### config.mk
export PLATFORM = sky130hd
export DESIGN_NAME = addr_mem_reader
export DESIGN_NICKNAME = d
export VERILOG_FILES = /design/src/rtl/versat_stream_pkg.sv /design/src/rtl/versat_sync_fifo.sv /design/src/rtl/addr_mem_reader.sv
export SDC_FILE = /design/constraint.sdc
export NUM_CORES = 1
export LEC_CHECK = 0
export BUFFER_PORTS_ARGS = -buffer_cell sky130_fd_sc_hd__buf_2
export CORE_MARGIN = 2
export CORE_UTILIZATION = 45
export CTS_CLUSTER_DIAMETER = 80
export CTS_CLUSTER_SIZE = 14
export DETAILED_ROUTE_END_ITERATION = 16
export GPL_TIMING_DRIVEN = 0
export PLACE_DENSITY = 0.79
export RECOVER_POWER = 25
export SYNTH_ARGS = -nofsm -noshare
export SYNTH_HDL_FRONTEND = slang
export SYNTH_SLANG_ARGS = --single-unit
### constraint.sdc
create_clock -name clk_i -period 6.1 [get_ports clk_i]
set_input_delay 1.22 -clock clk_i [delete_from_list [all_inputs] [get_ports clk_i]]
set_output_delay 1.22 -clock clk_i [all_outputs]
set_load 0.005 [all_outputs]
### src/rtl/versat_stream_pkg.sv
// Shared helpers for the versat streaming stages: ceil-log2 and the
// legality check for memory latency versus FIFO depth.
package versat_stream_pkg;

    function automatic int clog2(input int v);
        int r;
        r = 0;
        while ((32'sd1 << r) < v) begin
            r = r + 1;
        end
        return r;
    endfunction

    // A word may already be in flight for every entry, so depth must cover LAT+1.
    function automatic bit cfg_ok(input int lat, input int depth);
        return (lat >= 1) && (lat <= 4) && (depth >= lat + 1) &&
               ((depth & (depth - 1)) == 0);
    endfunction

endpackage

### src/rtl/versat_sync_fifo.sv
// Small synchronous FIFO with registered storage and combinational head read.
// No overflow protection: the caller guarantees a push never meets a full FIFO.
module versat_sync_fifo
    import versat_stream_pkg::*;
#(
    parameter int DATA_W = 32,
    parameter int DEPTH  = 4
) (
    input  logic                     clk_i,
    input  logic                     rst_i,
    input  logic                     clr_i,
    input  logic                     push_i,
    input  logic [DATA_W-1:0]        wdata_i,
    input  logic                     pop_i,
    output logic [clog2(DEPTH):0]    occ_o,
    output logic [DATA_W-1:0]        head_o
);
    localparam int PTR_W = clog2(DEPTH);

    logic [DATA_W-1:0] mem_q [DEPTH];
    logic [PTR_W-1:0]  wr_ptr_q, wr_ptr_d;
    logic [PTR_W-1:0]  rd_ptr_q, rd_ptr_d;
    logic [PTR_W:0]    occ_q, occ_d;

    // Next pointer/occupancy; pointers wrap naturally since DEPTH is a power of 2.
    always_comb begin
        wr_ptr_d = wr_ptr_q;
        rd_ptr_d = rd_ptr_q;
        occ_d    = occ_q;
        if (clr_i) begin
            wr_ptr_d = '0;
            rd_ptr_d = '0;
            occ_d    = '0;
        end else begin
            if (push_i) begin
                wr_ptr_d = wr_ptr_q + {{(PTR_W-1){1'b0}}, 1'b1};
            end else begin
                wr_ptr_d = wr_ptr_q;
            end
            if (pop_i) begin
                rd_ptr_d = rd_ptr_q + {{(PTR_W-1){1'b0}}, 1'b1};
            end else begin
                rd_ptr_d = rd_ptr_q;
            end
            case ({push_i, pop_i})
                2'b10:   occ_d = occ_q + {{PTR_W{1'b0}}, 1'b1};
                2'b01:   occ_d = occ_q - {{PTR_W{1'b0}}, 1'b1};
                default: occ_d = occ_q;
            endcase
        end
    end

    always_ff @(posedge clk_i or posedge rst_i) begin
        if (rst_i) begin
            wr_ptr_q <= '0;
            rd_ptr_q <= '0;
            occ_q    <= '0;
        end else begin
            wr_ptr_q <= wr_ptr_d;
            rd_ptr_q <= rd_ptr_d;
            occ_q    <= occ_d;
        end
    end

    always_ff @(posedge clk_i) begin
        if (push_i && !clr_i) begin
            mem_q[wr_ptr_q] <= wdata_i;
        end
    end

    assign occ_o  = occ_q;
    assign head_o = mem_q[rd_ptr_q];

endmodule

### src/rtl/addr_mem_reader.sv
// Turns the generator's address stream into memory reads and re-streams the
// returned words, throttling acceptance by credit so no returned word is lost.
module addr_mem_reader
    import versat_stream_pkg::*;
#(
    parameter int ADDR_W = 10,
    parameter int DATA_W = 32,
    parameter int LAT    = 1,
    parameter int DEPTH  = 4
) (
    input  logic              clk_i,
    input  logic              rst_i,
    input  logic              run_i,
    input  logic              valid_i,
    output logic              ready_o,
    input  logic [ADDR_W-1:0] addr_i,
    input  logic              done_i,
    output logic              mem_en_o,
    output logic [ADDR_W-1:0] mem_addr_o,
    input  logic [DATA_W-1:0] mem_rdata_i,
    output logic              data_valid_o,
    input  logic              data_ready_i,
    output logic [DATA_W-1:0] data_o,
    output logic              done_o
);
    localparam int OCC_W = clog2(DEPTH) + 1;

    if (!cfg_ok(LAT, DEPTH)) begin : g_cfg_err
        $error("addr_mem_reader: DEPTH must be a power of 2 and >= LAT+1, LAT in 1..4");
    end

    logic [LAT-1:0]   inflight_q, inflight_d;
    logic [OCC_W-1:0] occ_s;
    logic [OCC_W:0]   pending_s;
    logic             acc_s, push_s, pop_s;

    // Credit: words buffered plus words still travelling back from memory.
    always_comb begin
        pending_s = {1'b0, occ_s};
        for (int i = 0; i < LAT; i++) begin
            pending_s = pending_s + {{OCC_W{1'b0}}, inflight_q[i]};
        end
    end

    assign ready_o    = !rst_i && !run_i && (pending_s < (OCC_W+1)'(DEPTH));
    assign acc_s      = valid_i && ready_o;
    assign mem_en_o   = acc_s;
    assign mem_addr_o = addr_i;

    if (LAT == 1) begin : g_lat1
        assign inflight_d = acc_s;
    end else begin : g_latn
        assign inflight_d = {inflight_q[LAT-2:0], acc_s};
    end

    // A flush discards whatever the memory is still returning.
    always_ff @(posedge clk_i or posedge rst_i) begin
        if (rst_i) begin
            inflight_q <= '0;
        end else if (run_i) begin
            inflight_q <= '0;
        end else begin
            inflight_q <= inflight_d;
        end
    end

    assign push_s       = inflight_q[LAT-1] && !run_i;
    assign data_valid_o = (occ_s != '0);
    assign pop_s        = data_valid_o && data_ready_i && !run_i;

    versat_sync_fifo #(
        .DATA_W (DATA_W),
        .DEPTH  (DEPTH)
    ) u_fifo (
        .clk_i   (clk_i),
        .rst_i   (rst_i),
        .clr_i   (run_i),
        .push_i  (push_s),
        .wdata_i (mem_rdata_i),
        .pop_i   (pop_s),
        .occ_o   (occ_s),
        .head_o  (data_o)
    );

    assign done_o = !rst_i && done_i && !run_i && (occ_s == '0) && (inflight_q == '0);

endmodule

==> impl_metrics.yaml <==
status:
  status: "finished clean"
pwr:
  p_per_area_nw_per_um2: 386
  power_uw: 2480
  irDropWorstVdd_mv: 0.252
  p_leak_uw: 0.00223
die:
  die_y_um: 112
  design.portCount: 94
  die_area_sq_um: 12600
  initial_core_util: 0.461
  core_region_area_sq_um: 11400
  die_x_um: 112
  rows: 39
routing:
  dr.pass1.iters: 4
  vias_per_cell: 5.24
  drt_iter0_markers: 119
  post_drt_wl_per_cell_um: 18.2
  drc_errors: 0
  antenna_left: 0
  vias: 2582
  finalWirelength_um: 8990
job:
  cap_violations: 0
critical_path:
  crit_required_ps: 4880
  crit_type: "in -> out"
  crit_slowest_cell: "nor4_1"
  path_buf_inv: 3
  slowest_delay_ps: 320
  path_common_cell: "buf_2"
  cp-end-kind: "output pin"
  crit_fanout: 10
  crit_chain: "buf_2, clkbuf_1, nor4_1, buf_2"
  crit_path_start_kind: "primary input"
  arrival_ps: 2030
  crit_family: "buffers and inverters"
synth:
  synthDistinctLibCells: 29
  synthFlopType: "edfxtp_1"
  synthTopCellsByArea: "edfxtp_1 (73%), mux4_2 (14%), dfrtp_1 (3.8%)"
  ys_ff_latch: 136
  synthCells: 235
  syn_avg_cell_area_sq_um: 22.4
  ys_seq_area_frac: 0.768
  netlist_area_sq_um: 5270
  synth_fp_nets: 288
  synth_common_cells: "edfxtp_1 (128), mux4_2 (32), buf_4 (10)"
  async_flop_share: 0.0588
  synth_top_area_cell: "edfxtp_1"
  synth_edf_count: 128
  yosys.area.top_type_share: 0.730
  synth_most_common_cell: "edfxtp_1"
  yosysWarningCount: 0
clocking:
  cts_buffer_depth: 2
  postCtsResizedCells: 0
  clk_transition_reported_paths_ps: 50
  h-tree-depth: 4
  cts_root_buffer: "clkbuf_16"
  cts_sinks: 136
  cts_tree: "done"
  cts_setup_buffers: 0
  cts_hold_buf: 0
  worstSkewPairLatency_ps: 410
  cts_buffers: 17
placed_design:
  placed_area_sq_um: 5870
  dp.cells: 461
  place_congestion: 0.728
  dp_hpwl_um: 5440
  portBuffers: 83
grt:
  antenna_found_initial: 0
  grt_max_degree: 33
  top_usage_layer: "met2"
  grt_usage: 0.152
  grtUsageMet1: 0.178
  grt_pass1_vias: 2669
  grt.met2_usage: 0.245
  overflow: 0
  grt_pass1_wl_um: 13900
  grt_util_met3: 0.0724
sta:
  slew_viol_final: 0
  finalCritPeriodShare: 0.533
  finalSetupTns_ps: 0
  timing.final.hold_violations: 0
  setup_viol: 0
  tightest_slew_ps: 905
  max-slew-margin-rel: 0.397
  rsz0062_at_grt: "no"
  timing.fmax_mhz: 307
  clock_skew_ps: 6.28
  period_needed_ps: 3250
hold_path:
  hp-class: "reg -> reg"
cells_and_area:
  diodes: 0
  finalNetCount: 390
  drive_above_1_share: 0.429
  nFillCells: 898
  finalInstanceArea_sq_um: 6440
  area_growth_syn_to_layout_pct: 22.2
  post_layout_nonfiller_instances: 493
[cell families (layout without fill, tap and decap cells)]
logic type      after synthesis  in the layout  synth area share
xor+xnor                      5              5           0.00832
compound gates                7              7            0.0131
fa+ha+maj                     5              5            0.0133
simple gates                 25             25            0.0280
buf+inv                      24            139            0.0309
mux                          33             33             0.139
flops                       136            136             0.768
[registers in the layout (all words and copies together), names as in the netlist]
register / count
u_fifo.mem_q: 128
u_fifo.occ_o: 3
u_fifo.rd_ptr_q: 2
u_fifo.wr_ptr_q: 2
inflight_q: 1
[layout make-up]
| class | instances | area (sq um) | area share |
|---|---|---|---|
| Timing Repair Buffer | 83 | 389 | 0.0605 |
| Buffer | 20 | 148 | 0.0229 |
| Multi-Input combinational cell | 75 | 1070 | 0.166 |
| Tap cell | 143 | 179 | 0.0278 |
| Clock buffer | 24 | 502 | 0.0780 |
| Inverter | 4 | 15.0 | 0.00233 |
| Sequential cell | 136 | 4040 | 0.628 |
| Clock inverter | 8 | 93.8 | 0.0146 |
[per-layer routing]
metal | vias to the layer above | wire [um]
met5 | - | 0
met4 | 0 | 101
met3 | 13 | 650
met2 | 80 | 4600
met1 | 1324 | 3630
li1 | 1165 | -
[worst reg2reg max path, stage by stage (launching register included)]
cell and delay (ps):
dfrtp_1 400, buf_2 250, nor2b_1 250, and2_2 790
[cells in the final DEF (no fill, tap or decap), types with 3 or more instances in the layout]
master / n
and2_2: 4
buf_2: 66
buf_4: 10
buf_6: 4
clkbuf_1: 25
clkbuf_16: 17
clkbuf_8: 5
clkinv_2: 3
dfrtp_1: 8
edfxtp_1: 128
ha_1: 4
inv_1: 4
mux4_2: 32
nor2_1: 7
xnor2_1: 3
[power breakdown]
part           internal (uW)  switching (uW)
clock                    652             344
sequential              1040            24.3
combinational            234             185
total                   1930             553
[stage by stage]
stage	utilization	setup WS, ps	hold slack, ps
2_1_floorplan	-	3150	538
3_3_place_gp	0.513	2520	561
3_5_place_dp	0.514	2820	591
4_1_cts	0.566	2810	620
5_1_grt	0.564	2710	643
6_report	0.564	2850	618
[final timing paths]
path | slack [ps] | cells past startpoint | to | startpoint
max | 2850 | 4 | done_o | run_i
min | 620 | 2 | u_fifo.wr_ptr_q[1] | u_fifo.wr_ptr_q[1]
max reg2reg | 4020 | 3 | u_fifo.mem_q[2][29] | inflight_q
min reg2reg | 620 | 2 | u_fifo.wr_ptr_q[1] | u_fifo.wr_ptr_q[1]
max in group asynchronous | 5060 | 2 | u_fifo.rd_ptr_q[1] | rst_i
min in group asynchronous | 780 | 2 | inflight_q | rst_i
(Power assumes the default switching activity.)
